### src/rtl/axil_cmd_master_if.sv
// AXI4-Lite bus bundle between the command master and its register-file responder.
// The master drives addresses, data and the response READYs; the slave drives the rest.
interface axil_cmd_master_if #(
   parameter int ADDR_W = 32
);
   logic [ADDR_W-1:0] M_AXI_AWADDR;
   logic              M_AXI_AWVALID;
   logic              M_AXI_AWREADY;
   logic [31:0]       M_AXI_WDATA;
   logic [3:0]        M_AXI_WSTRB;
   logic              M_AXI_WVALID;
   logic              M_AXI_WREADY;
   logic [1:0]        M_AXI_BRESP;
   logic              M_AXI_BVALID;
   logic              M_AXI_BREADY;
   logic [ADDR_W-1:0] M_AXI_ARADDR;
   logic              M_AXI_ARVALID;
   logic              M_AXI_ARREADY;
   logic [31:0]       M_AXI_RDATA;
   logic [1:0]        M_AXI_RRESP;
   logic              M_AXI_RVALID;
   logic              M_AXI_RREADY;

   modport master (
      output M_AXI_AWADDR, M_AXI_AWVALID, input M_AXI_AWREADY,
      output M_AXI_WDATA, M_AXI_WSTRB, M_AXI_WVALID, input M_AXI_WREADY,
      input  M_AXI_BRESP, M_AXI_BVALID, output M_AXI_BREADY,
      output M_AXI_ARADDR, M_AXI_ARVALID, input M_AXI_ARREADY,
      input  M_AXI_RDATA, M_AXI_RRESP, M_AXI_RVALID, output M_AXI_RREADY
   );

   modport slave (
      input  M_AXI_AWADDR, M_AXI_AWVALID, output M_AXI_AWREADY,
      input  M_AXI_WDATA, M_AXI_WSTRB, M_AXI_WVALID, output M_AXI_WREADY,
      output M_AXI_BRESP, M_AXI_BVALID, input M_AXI_BREADY,
      input  M_AXI_ARADDR, M_AXI_ARVALID, output M_AXI_ARREADY,
      output M_AXI_RDATA, M_AXI_RRESP, M_AXI_RVALID, input M_AXI_RREADY
   );
endinterface

### src/rtl/axil_cmd_master.sv
// Single-outstanding AXI4-Lite initiator: one command in, one AXI-Lite transaction out,
// one held response back. Sticky watchdog flags a responder that stalls too long.
module axil_cmd_master #(
   parameter int ADDR_W         = 32,
   parameter int TIMEOUT_CYCLES = 1024
) (
   input  logic              M_AXI_ACLK,
   input  logic              M_AXI_ARESETN,
   input  logic              cmd_valid,
   output logic              cmd_ready,
   input  logic              cmd_write,
   input  logic [ADDR_W-1:0] cmd_addr,
   input  logic [31:0]       cmd_wdata,
   input  logic [3:0]        cmd_wstrb,
   output logic              rsp_valid,
   input  logic              rsp_ready,
   output logic              rsp_write,
   output logic [31:0]       rsp_rdata,
   output logic [1:0]        rsp_resp,
   output logic              busy,
   output logic              timeout,
   axil_cmd_master_if.master m_axi
);

   typedef enum logic [2:0] {IDLE, WR, WB, RA, RD, RSP} state_t;

   typedef struct packed {
      logic              write;
      logic [ADDR_W-1:0] addr;
      logic [31:0]       wdata;
      logic [3:0]        wstrb;
   } cmd_t;

   typedef struct packed {
      logic        write;
      logic [31:0] rdata;
      logic [1:0]  resp;
   } rsp_t;

   localparam int              WD_W    = $clog2(TIMEOUT_CYCLES + 1);
   localparam logic [WD_W-1:0] WD_MAX  = WD_W'(TIMEOUT_CYCLES);
   localparam logic [WD_W-1:0] WD_LAST = WD_W'(TIMEOUT_CYCLES - 1);

   state_t          state;
   logic            started;
   cmd_t            cmd_q;
   rsp_t            rsp_q;
   logic            rsp_valid_q;
   logic            aw_done, w_done;
   logic            awvalid_q, wvalid_q, bready_q, arvalid_q, rready_q;
   logic            timeout_q;
   logic [WD_W-1:0] wd_cnt;
   logic            wait_st;
   logic            aw_hs, w_hs;

   assign wait_st = (state == WR) || (state == WB) || (state == RA) || (state == RD);
   assign aw_hs   = awvalid_q & m_axi.M_AXI_AWREADY;
   assign w_hs    = wvalid_q  & m_axi.M_AXI_WREADY;

   always_ff @(posedge M_AXI_ACLK or negedge M_AXI_ARESETN) begin
      if (!M_AXI_ARESETN) begin
         state       <= IDLE;
         started     <= 1'b0;
         cmd_q       <= '0;
         rsp_q       <= '0;
         rsp_valid_q <= 1'b0;
         aw_done     <= 1'b0;
         w_done      <= 1'b0;
         awvalid_q   <= 1'b0;
         wvalid_q    <= 1'b0;
         bready_q    <= 1'b0;
         arvalid_q   <= 1'b0;
         rready_q    <= 1'b0;
         timeout_q   <= 1'b0;
         wd_cnt      <= '0;
      end else begin
         started <= 1'b1;

         // Watchdog only observes; the transaction keeps waiting after it fires.
         if (wait_st && wd_cnt != WD_MAX) wd_cnt <= wd_cnt + 1'b1;
         if (wait_st && wd_cnt == WD_LAST) timeout_q <= 1'b1;

         case (state)
            IDLE: begin
               if (cmd_valid && started) begin
                  cmd_q  <= '{write: cmd_write, addr: cmd_addr, wdata: cmd_wdata, wstrb: cmd_wstrb};
                  wd_cnt <= '0;
                  if (cmd_write) begin
                     state     <= WR;
                     awvalid_q <= 1'b1;
                     wvalid_q  <= 1'b1;
                     aw_done   <= 1'b0;
                     w_done    <= 1'b0;
                  end else begin
                     state     <= RA;
                     arvalid_q <= 1'b1;
                  end
               end
            end
            WR: begin
               if (aw_hs) begin
                  awvalid_q <= 1'b0;
                  aw_done   <= 1'b1;
               end
               if (w_hs) begin
                  wvalid_q <= 1'b0;
                  w_done   <= 1'b1;
               end
               if ((aw_done || aw_hs) && (w_done || w_hs)) begin
                  state    <= WB;
                  bready_q <= 1'b1;
                  wd_cnt   <= '0;
               end
            end
            WB: begin
               if (m_axi.M_AXI_BVALID && bready_q) begin
                  rsp_q       <= '{write: 1'b1, rdata: 32'h0, resp: m_axi.M_AXI_BRESP};
                  rsp_valid_q <= 1'b1;
                  bready_q    <= 1'b0;
                  state       <= RSP;
               end
            end
            RA: begin
               if (arvalid_q && m_axi.M_AXI_ARREADY) begin
                  arvalid_q <= 1'b0;
                  rready_q  <= 1'b1;
                  wd_cnt    <= '0;
                  state     <= RD;
               end
            end
            RD: begin
               if (m_axi.M_AXI_RVALID && rready_q) begin
                  rsp_q       <= '{write: 1'b0, rdata: m_axi.M_AXI_RDATA, resp: m_axi.M_AXI_RRESP};
                  rsp_valid_q <= 1'b1;
                  rready_q    <= 1'b0;
                  state       <= RSP;
               end
            end
            RSP: begin
               if (rsp_ready) begin
                  rsp_valid_q <= 1'b0;
                  state       <= IDLE;
               end
            end
            default: state <= IDLE;
         endcase
      end
   end

   assign cmd_ready = started && (state == IDLE);
   assign busy      = (state != IDLE);
   assign timeout   = timeout_q;
   assign rsp_valid = rsp_valid_q;
   assign rsp_write = rsp_q.write;
   assign rsp_rdata = rsp_q.rdata;
   assign rsp_resp  = rsp_q.resp;

   assign m_axi.M_AXI_AWADDR  = cmd_q.addr;
   assign m_axi.M_AXI_AWVALID = awvalid_q;
   assign m_axi.M_AXI_WDATA   = cmd_q.wdata;
   assign m_axi.M_AXI_WSTRB   = cmd_q.wstrb;
   assign m_axi.M_AXI_WVALID  = wvalid_q;
   assign m_axi.M_AXI_BREADY  = bready_q;
   assign m_axi.M_AXI_ARADDR  = cmd_q.addr;
   assign m_axi.M_AXI_ARVALID = arvalid_q;
   assign m_axi.M_AXI_RREADY  = rready_q;

endmodule

### src/flat_wrapper.sv
// flat-port wrapper written by rule: the top's interface ports become plain ports
module axil_cmd_master_flat 
#(
   parameter int ADDR_W         = 32,
   parameter int TIMEOUT_CYCLES = 1024
)
  (M_AXI_ACLK, M_AXI_ARESETN, cmd_valid, cmd_ready, cmd_write, cmd_addr, cmd_wdata, cmd_wstrb, rsp_valid, rsp_ready, rsp_write, rsp_rdata, rsp_resp, busy, timeout, m_axi_M_AXI_AWADDR, m_axi_M_AXI_AWVALID, m_axi_M_AXI_AWREADY, m_axi_M_AXI_WDATA, m_axi_M_AXI_WSTRB, m_axi_M_AXI_WVALID, m_axi_M_AXI_WREADY, m_axi_M_AXI_BRESP, m_axi_M_AXI_BVALID, m_axi_M_AXI_BREADY, m_axi_M_AXI_ARADDR, m_axi_M_AXI_ARVALID, m_axi_M_AXI_ARREADY, m_axi_M_AXI_RDATA, m_axi_M_AXI_RRESP, m_axi_M_AXI_RVALID, m_axi_M_AXI_RREADY);
  axil_cmd_master_if #(.ADDR_W(ADDR_W)) m_axi_i ();
  input  logic M_AXI_ACLK;
  input  logic M_AXI_ARESETN;
  input  logic cmd_valid;
  output logic cmd_ready;
  input  logic cmd_write;
  input  logic [ADDR_W-1:0] cmd_addr;
  input  logic [31:0] cmd_wdata;
  input  logic [3:0] cmd_wstrb;
  output logic rsp_valid;
  input  logic rsp_ready;
  output logic rsp_write;
  output logic [31:0] rsp_rdata;
  output logic [1:0] rsp_resp;
  output logic busy;
  output logic timeout;
  output wire logic [$bits(m_axi_i.M_AXI_AWADDR)-1:0] m_axi_M_AXI_AWADDR;
  output wire logic [$bits(m_axi_i.M_AXI_AWVALID)-1:0] m_axi_M_AXI_AWVALID;
  input wire logic [$bits(m_axi_i.M_AXI_AWREADY)-1:0] m_axi_M_AXI_AWREADY;
  output wire logic [$bits(m_axi_i.M_AXI_WDATA)-1:0] m_axi_M_AXI_WDATA;
  output wire logic [$bits(m_axi_i.M_AXI_WSTRB)-1:0] m_axi_M_AXI_WSTRB;
  output wire logic [$bits(m_axi_i.M_AXI_WVALID)-1:0] m_axi_M_AXI_WVALID;
  input wire logic [$bits(m_axi_i.M_AXI_WREADY)-1:0] m_axi_M_AXI_WREADY;
  input wire logic [$bits(m_axi_i.M_AXI_BRESP)-1:0] m_axi_M_AXI_BRESP;
  input wire logic [$bits(m_axi_i.M_AXI_BVALID)-1:0] m_axi_M_AXI_BVALID;
  output wire logic [$bits(m_axi_i.M_AXI_BREADY)-1:0] m_axi_M_AXI_BREADY;
  output wire logic [$bits(m_axi_i.M_AXI_ARADDR)-1:0] m_axi_M_AXI_ARADDR;
  output wire logic [$bits(m_axi_i.M_AXI_ARVALID)-1:0] m_axi_M_AXI_ARVALID;
  input wire logic [$bits(m_axi_i.M_AXI_ARREADY)-1:0] m_axi_M_AXI_ARREADY;
  input wire logic [$bits(m_axi_i.M_AXI_RDATA)-1:0] m_axi_M_AXI_RDATA;
  input wire logic [$bits(m_axi_i.M_AXI_RRESP)-1:0] m_axi_M_AXI_RRESP;
  input wire logic [$bits(m_axi_i.M_AXI_RVALID)-1:0] m_axi_M_AXI_RVALID;
  output wire logic [$bits(m_axi_i.M_AXI_RREADY)-1:0] m_axi_M_AXI_RREADY;
  assign m_axi_M_AXI_AWADDR = m_axi_i.M_AXI_AWADDR;
  assign m_axi_M_AXI_AWVALID = m_axi_i.M_AXI_AWVALID;
  assign m_axi_i.M_AXI_AWREADY = m_axi_M_AXI_AWREADY;
  assign m_axi_M_AXI_WDATA = m_axi_i.M_AXI_WDATA;
  assign m_axi_M_AXI_WSTRB = m_axi_i.M_AXI_WSTRB;
  assign m_axi_M_AXI_WVALID = m_axi_i.M_AXI_WVALID;
  assign m_axi_i.M_AXI_WREADY = m_axi_M_AXI_WREADY;
  assign m_axi_i.M_AXI_BRESP = m_axi_M_AXI_BRESP;
  assign m_axi_i.M_AXI_BVALID = m_axi_M_AXI_BVALID;
  assign m_axi_M_AXI_BREADY = m_axi_i.M_AXI_BREADY;
  assign m_axi_M_AXI_ARADDR = m_axi_i.M_AXI_ARADDR;
  assign m_axi_M_AXI_ARVALID = m_axi_i.M_AXI_ARVALID;
  assign m_axi_i.M_AXI_ARREADY = m_axi_M_AXI_ARREADY;
  assign m_axi_i.M_AXI_RDATA = m_axi_M_AXI_RDATA;
  assign m_axi_i.M_AXI_RRESP = m_axi_M_AXI_RRESP;
  assign m_axi_i.M_AXI_RVALID = m_axi_M_AXI_RVALID;
  assign m_axi_M_AXI_RREADY = m_axi_i.M_AXI_RREADY;
  axil_cmd_master #(.ADDR_W(ADDR_W), .TIMEOUT_CYCLES(TIMEOUT_CYCLES)) u_core (.M_AXI_ACLK(M_AXI_ACLK), .M_AXI_ARESETN(M_AXI_ARESETN), .cmd_valid(cmd_valid), .cmd_ready(cmd_ready), .cmd_write(cmd_write), .cmd_addr(cmd_addr), .cmd_wdata(cmd_wdata), .cmd_wstrb(cmd_wstrb), .rsp_valid(rsp_valid), .rsp_ready(rsp_ready), .rsp_write(rsp_write), .rsp_rdata(rsp_rdata), .rsp_resp(rsp_resp), .busy(busy), .timeout(timeout), .m_axi(m_axi_i));
endmodule
### config.mk
export PLATFORM = sky130hd
export DESIGN_NAME = axil_cmd_master_flat
export DESIGN_NICKNAME = d
export VERILOG_FILES = /design/src/rtl/axil_cmd_master_if.sv /design/src/rtl/axil_cmd_master.sv /design/src/flat_wrapper.sv
export SDC_FILE = /design/constraint.sdc
export NUM_CORES = 1
export LEC_CHECK = 0
export ABC_CLOCK_PERIOD_IN_PS = 3750
export BUFFER_PORTS_ARGS = -buffer_cell sky130_fd_sc_hd__buf_2
export CAP_MARGIN = 20
export CORE_AREA = 8 8 134 98
export DETAILED_ROUTE_END_ITERATION = 8
export DIE_AREA = 0 0 142 106
export PLACE_DENSITY = 0.82
export SYNTH_ARGS = -nofsm -noshare
export SYNTH_HDL_FRONTEND = slang
export SYNTH_SLANG_ARGS = --single-unit
### constraint.sdc
create_clock -name M_AXI_ACLK -period 3.75 [get_ports M_AXI_ACLK]
set_input_delay 0.75 -clock M_AXI_ACLK [delete_from_list [all_inputs] [get_ports M_AXI_ACLK]]
set_output_delay 0.75 -clock M_AXI_ACLK [all_outputs]
set_load 0.01 [all_outputs]
==> out/metrics.yaml, run 1 <==
global_routing:
  grt_pass1_vias: 4498
  overflow: 0
  antenna_found_initial: 2
  grt_pass1_wl_mm: 23.4
  grt_max_degree: 67
  grt_use_total_pct: 19.5
flow_run:
  max-cap-violations: 0
route:
  wl_per_cell_um: 18.2
  antenna_left: 0
  drt-total-wl_mm: 14.7
  drtIter0Drc: 317
  via_count: 4125
  vias_per_cell: 5.11
  post-route-drc-count: 0
  dr.pass1.iters: 6
cts:
  cts_setup_buffers: 0
  htree_levels: 4
  cts_resized: 0
  cts_buffer_depth: 2
  cts_tree: "built"
  clk_pin_slew_worst_paths_ns: 0.06
  cts.sinks: 127
  clk_latency_ns: 0.40
  numCtsBuffers: 17
  ctsHoldBuffers: 0
  clock-root-buffer: "clkbuf_16"
placed_design:
  dp_hpwl_mm: 11.2
  place_ws_ns: 1.53
  portBuffers: 257
  place.gp.congestion: 0.872
  placed_cells: 775
yosys:
  synth_area_um2: 5390
  synth_cell_types: 48
  syn_inst: 408
  ys_ff_latch: 127
  syn_avg_cell_area_um2: 13.2
  yosys_most_used_dff: "dfrtp_1"
  async_flop_share_pct: 100
  yosysWarnings: 0
  synth_nets: 524
  synth_edf_count: 0
  ys_seq_area_share_pct: 58.9
sta:
  fin_skew_ns: 0.00862
  fin_crit_ns: 2.36
  max_clock_freq_ghz: 0.424
  setup_slack_ns: 1.39
  hold_viol: 0
  finalSetupViolations: 0
  fin_hold_ws_ns: 0.427
  max_slew_margin_pct: 44.1
  drv_slew: 0
  finalCritPeriodShare_pct: 62.9
  fin_tns_setup_ns: 0
  tightest_slew_ns: 0.838
  rsz0062_at_grt: "false"
critical_path:
  critPathTopFamily: "flip-flops"
  rr_endpoint: "u_core.wd_cnt[5]"
  worstSetupPathDepth: 3
  slowest_stage: "dfrtp_1"
  path_buf_inv: 1
  reg2reg_depth: 6
  crit_required_ns: 3.00
  crit_arrival_ns: 1.61
  critical_path.max_fanout: 17
  critPathLaunchType: "flip-flop"
  worst_path_largest_cell_delay_ns: 0.58
  end_kind: "output pin"
  reg2reg_slack_ns: 1.54
  path_cells: "nor3_4, and2_1, buf_2"
  critPathLaunch: "u_core.state[1]"
  crit_type: "reg -> out"
  rr_startpoint: "u_core.state[1]"
cells_and_area:
  finalNetCount: 753
  fillerInstances: 884
  instances_no_fill: 808
  syn2layout_area_growth_pct: 33.0
  drive_gt1_share_pct: 56.8
power:
  ir_drop_uv: 443
  power_density_nw_per_um2: 813
  leakagePower_nw: 3.71
floorplanning:
  die_w_um: 142
  die_area_um2: 15100
  pin_count: 258
  rows: 33
  core_um2: 11300
  start_util_pct: 47.8
  die-height_um: 106
min_path:
  hp-class: "in -> async"
status:
  run_status: "finished clean"
==> layout by cell type, fill, tap and decap left out, types with 2 or more instances in the layout <==
master / n
a21o_1: 3
a21oi_1: 12
a22o_1: 36
and2_1: 3
and3_1: 2
and4_1: 2
buf_2: 256
buf_4: 5
bufinv_16: 2
clkbuf_16: 17
clkinv_4: 2
clkinvlp_4: 4
dfrtp_1: 127
ha_1: 2
inv_1: 4
inv_6: 5
mux2_1: 3
mux2_2: 65
mux2i_1: 3
nand2_1: 14
nand2b_1: 4
nand3_1: 5
nand3b_1: 3
nand4_1: 7
nand4b_1: 3
nor2_1: 14
nor2b_1: 2
o21ai_0: 10
o22a_1: 2
or3_1: 4
or4b_1: 2
xor2_1: 4
==> cells by family (layout without fill, tap and decap cells) <==
family	after synthesis	count (layout)	share of synthesized area, %
AOI/OAI and AO/OA	71	71	9.93
xor gates and xnor gates	5	5	0.812
adders and majority gates	2	2	0.464
buffers and inverters	57	299	6.96
DFF	127	127	58.9
muxes	71	71	14.8
other	1	2	0.0695
and+or+nand+nor	74	74	8.07
==> cells in the mapped netlist (2+ instances only) <==
cell type  count  area, um2
dfrtp_1      127       3180
xor2_1         4       35.0
o21ai_0       10       50.1
buf_2         16       80.1
nand3b_1       3       22.5
nor2b_1        2       12.5
buf_6          2       22.5
a21oi_1       12       60.1
nand4_1        7       43.8
o22a_1         2       17.5
nand2_1       14       52.6
or3_1          4       25.0
nand3_1        5       25.0
nand4b_1       3       26.3
mux2_2        65        732
a21o_1         3       22.5
buf_4         33        248
mux2_1         3       33.8
nor2_1        15       56.3
nand2b_1       4       25.0
mux2i_1        3       30.0
or4b_1         2       20.0
inv_1          4       15.0
and3_1         2       12.5
a22o_1        36        315
ha_1           2       25.0
and2_1         3       18.8
and4_1         2       17.5
==> how the worst max path moves through the flow <==
stage / to
floorplan: u_core.m_axi.M_AXI_ARADDR[0]
global placement: u_core.wd_cnt[0]
detailed placement: u_core.wd_cnt[3]
CTS: cmd_ready
global route: cmd_ready
finish: cmd_ready
==> power by group <==
group / switching (W) / total [W] / leakage, nW / internal (W)
logic: 0.00102 / 0.00197 / 1.83 / 0.000955
registers: 0.000382 / 0.00223 / 1.61 / 0.00184
clock network: 0.000626 / 0.00163 / 0.280 / 0.00101
==> routing by layer <==
metal	global-route usage (%)	vias to the layer above	routed length, um
met1	21.3	2047	5630
met3	8.37	8	1550
li1	-	1901	-
met4	7.18	2	77
met2	33.5	167	7480
met5	0	-	12
==> per-stage QoR <==
| stage | utilization (%) | area (um2) | power, W |
|---|---|---|---|
| after floorplan | - | 5390 | 0.00356 |
| after global placement | 58.3 | 6580 | 0.00413 |
| after detailed placement | 58.3 | 6580 | 0.00424 |
| after CTS | 63.6 | 7170 | 0.00591 |
| after global routing | 63.6 | 7170 | 0.00617 |
| final | 63.6 | 7170 | 0.00583 |
==> final cells by class <==
type | instances | area [um2] | area share (%)
inverter | 5 | 21.3 | 0.296
antenna | 1 | 2.50 | 0.0349
tap | 157 | 196 | 2.74
clock inverter | 14 | 156 | 2.18
timing repair buffer | 262 | 1340 | 18.7
clock buffer | 18 | 439 | 6.12
sequential | 127 | 3180 | 44.3
multi-input combinational | 224 | 1840 | 25.7
==> flip-flops by register name, summed over array words and instances, names as in the netlist <==
register and cells:
u_core.m_axi.M_AXI_BREADY 1, u_core.rsp_resp 2, u_core.aw_done 1, u_core.m_axi.M_AXI_AWVALID 1, u_core.m_axi.M_AXI_WVALID 1, u_core.rsp_write 1
u_core.state 3, u_core.rsp_valid 1, u_core.m_axi.M_AXI_ARADDR 32, u_core.m_axi.M_AXI_WSTRB 4, u_core.rsp_rdata 32, u_core.wd_cnt 11
u_core.w_done 1, u_core.m_axi.M_AXI_RREADY 1, u_core.m_axi.M_AXI_WDATA 32, u_core.timeout 1, u_core.started 1, u_core.m_axi.M_AXI_ARVALID 1
(Power assumes the default switching activity.)
==> run 2, diff against run 1 <==
--- a/config.mk
+++ b/config.mk
@@ -5,13 +5,13 @@
 export SDC_FILE = /design/constraint.sdc
 export NUM_CORES = 1
 export LEC_CHECK = 0
-export ABC_CLOCK_PERIOD_IN_PS = 3750
+export ABC_CLOCK_PERIOD_IN_PS = 2100
 export BUFFER_PORTS_ARGS = -buffer_cell sky130_fd_sc_hd__buf_2
 export CAP_MARGIN = 20
-export CORE_AREA = 8 8 134 98
+export CORE_AREA = 8 8 145 106
 export DETAILED_ROUTE_END_ITERATION = 8
-export DIE_AREA = 0 0 142 106
-export PLACE_DENSITY = 0.82
+export DIE_AREA = 0 0 153 114
+export PLACE_DENSITY = 0.74
 export SYNTH_ARGS = -nofsm -noshare
 export SYNTH_HDL_FRONTEND = slang
 export SYNTH_SLANG_ARGS = --single-unit
==> constraint.sdc (replaced) <==
create_clock -name M_AXI_ACLK -period 2.1 [get_ports M_AXI_ACLK]
set_input_delay 0.42 -clock M_AXI_ACLK [delete_from_list [all_inputs] [get_ports M_AXI_ACLK]]
set_output_delay 0.42 -clock M_AXI_ACLK [all_outputs]
set_load 0.01 [all_outputs]
==> out/metrics.yaml, run 2 (synthesis results as in run 1) <==
route:
  via_count: 4010
  drtIter0Drc: 145
  wl_per_cell_um: 17.4
  antenna_left: 0
  post-route-drc-count: 0
  vias_per_cell: 4.90
  drt-total-wl_mm: 14.2
  dr.pass1.iters: 5
critical_path:
  worst_path_largest_cell_delay_ns: 0.53
  slowest_stage: "dfrtp_1"
  crit_arrival_ns: 1.49
  end_kind: "output pin"
  critPathLaunchType: "flip-flop"
  path_cells: "nor3_4, and2_1, buf_2"
  crit_type: "reg -> out"
  crit_required_ns: 1.68
  critical_path.max_fanout: 13
power:
  pwr-share-seq_pct: 37.0
  ir_drop_uv: 589
  clock_power_share_pct: 28.7
  power.switching_w: 0.00357
  combPwrFrac_pct: 34.3
  leakagePower_nw: 3.75
  swShare_pct: 33.9
  intPower_w: 0.00696
  power_density_nw_per_um2: 1450
flow_run:
  max-cap-violations: 0
cts:
  cts_buffer_depth: 2
  clk_latency_ns: 0.40
  clock-root-buffer: "clkbuf_16"
  clk_pin_slew_worst_paths_ns: 0.06
  ctsHoldBuffers: 0
  htree_levels: 4
  numCtsBuffers: 17
  cts.sinks: 127
  cts_tree: "built"
sta:
  finalCritPeriodShare_pct: 90.8
  max_slew_margin_pct: 51.4
  finalSetupViolations: 0
  max_clock_freq_ghz: 0.525
  rsz0062_at_grt: "false"
  fin_crit_ns: 1.91
  fin_skew_ns: 0.0110
  drv_slew: 0
  tightest_slew_ns: 0.728
  hold_viol: 0
  fin_tns_setup_ns: 0
floorplanning:
  rows: 35
  die_area_um2: 17400
  die_w_um: 153
  start_util_pct: 41.5
  pin_count: 258
  core_um2: 13000
  die-height_um: 114
cells_and_area:
  final_util_pct: 55.8
  layout_commonest_cell: "buf_2"
  seq_area_um2: 3180
  n_antenna_cell: 0
  final_cell_mix: "256 x buf_2, 127 x dfrtp_1, 65 x mux2_2"
  instances_no_fill: 819
  multiInputGateArea_um2: 1840
  finalNetCount: 756
  fillerInstances: 1126
  drive_gt1_share_pct: 57.1
  syn2layout_area_growth_pct: 34.5
status:
  run_status: "finished clean"
global_routing:
  grt_pass1_wl_mm: 23.1
  grt_use_total_pct: 16.3
  grt_max_degree: 128
  antenna_found_initial: 0
  overflow: 0
  grt_pass1_vias: 4403
placed_design:
  dp_hpwl_mm: 10.9
  placed_cells: 787
  place.gp.congestion: 0.818
  portBuffers: 257
min_path:
  hp-class: "in -> async"
## run 2: changes by cell type in the layout (fill, tap and decap cells not counted)
cell	before	now
buf_12	1	3
clkinv_4	2	4
clkinvlp_4	4	2
a221o_1	1	0
a221o_2	0	1
buf_4	5	6
bufinv_16	2	3
diode_2	1	0
inv_6	5	4
## run 2: power groups by stage
stage / Clock, W / Combinational (W) / Sequential, W
finish: 0.00302 / 0.00361 / 0.00390
global route: 0.00323 / 0.00396 / 0.00404
CTS: 0.00311 / 0.00368 / 0.00391
detailed placement: 0 / 0.00367 / 0.00395
global placement: 0 / 0.00359 / 0.00387
floorplan: 0 / 0.00218 / 0.00419
## run 2: stage by stage
step                setup slack [ns]  total power [W]  hold slack, ns  area [um2]
floorplan                      0.409          0.00636           0.124        5390
detailed placement             0.162          0.00762           0.453        6640
global placement               0.242          0.00746           0.451        6640
global route                  0.0906           0.0112           0.115        7260
finish                         0.194           0.0105          0.0477        7260
CTS                            0.139           0.0107           0.148        7250
## run 2: layer usage
layer,track usage (%),part of all wire [%],up-vias
li1,-,-,1898
met1,18.5,41,1931
met2,27.8,50,168
met3,6.95,8.4,13
met4,4.80,0.98,0
met5,0,0,-
## run 2: final timing paths
path / slack [ns] / cells past startpoint / start / endpoint
worst min-delay path: 0.05 / 2 / M_AXI_ARESETN / u_core.rsp_rdata[27]
worst min register to register: 0.46 / 1 / u_core.timeout / u_core.timeout
worst max register to register: 0.30 / 5 / u_core.state[2] / u_core.m_axi.M_AXI_WDATA[4]
max in group asynchronous: 1.44 / 2 / M_AXI_ARESETN / u_core.rsp_valid
worst max-delay path: 0.19 / 3 / u_core.state[2] / cmd_ready
min in group M_AXI_ACLK: 0.23 / 2 / m_axi_M_AXI_RDATA[14] / u_core.rsp_rdata[14]
## run 2: repair_timing
item	in CTS	in global routing
buffers inserted	0	0
setup endpoints to repair	0	8
gates resized for setup	0	1
## run 2: final cells by class
type	instances	share of cell area, %
multi-input cells	224	25.4
repair buffers	265	19.1
clock inverters	14	2.48
inverters	5	0.293
well taps	166	2.86
flip-flops and latches	127	43.8
clock buffers	18	6.05
## run 2: critical path: cells and delay by family (launching register included)
family	cells	cell delay (ns)
DFF	1	0.53
and+or+nand+nor	2	0.43
buffers and inverters	1	0.12
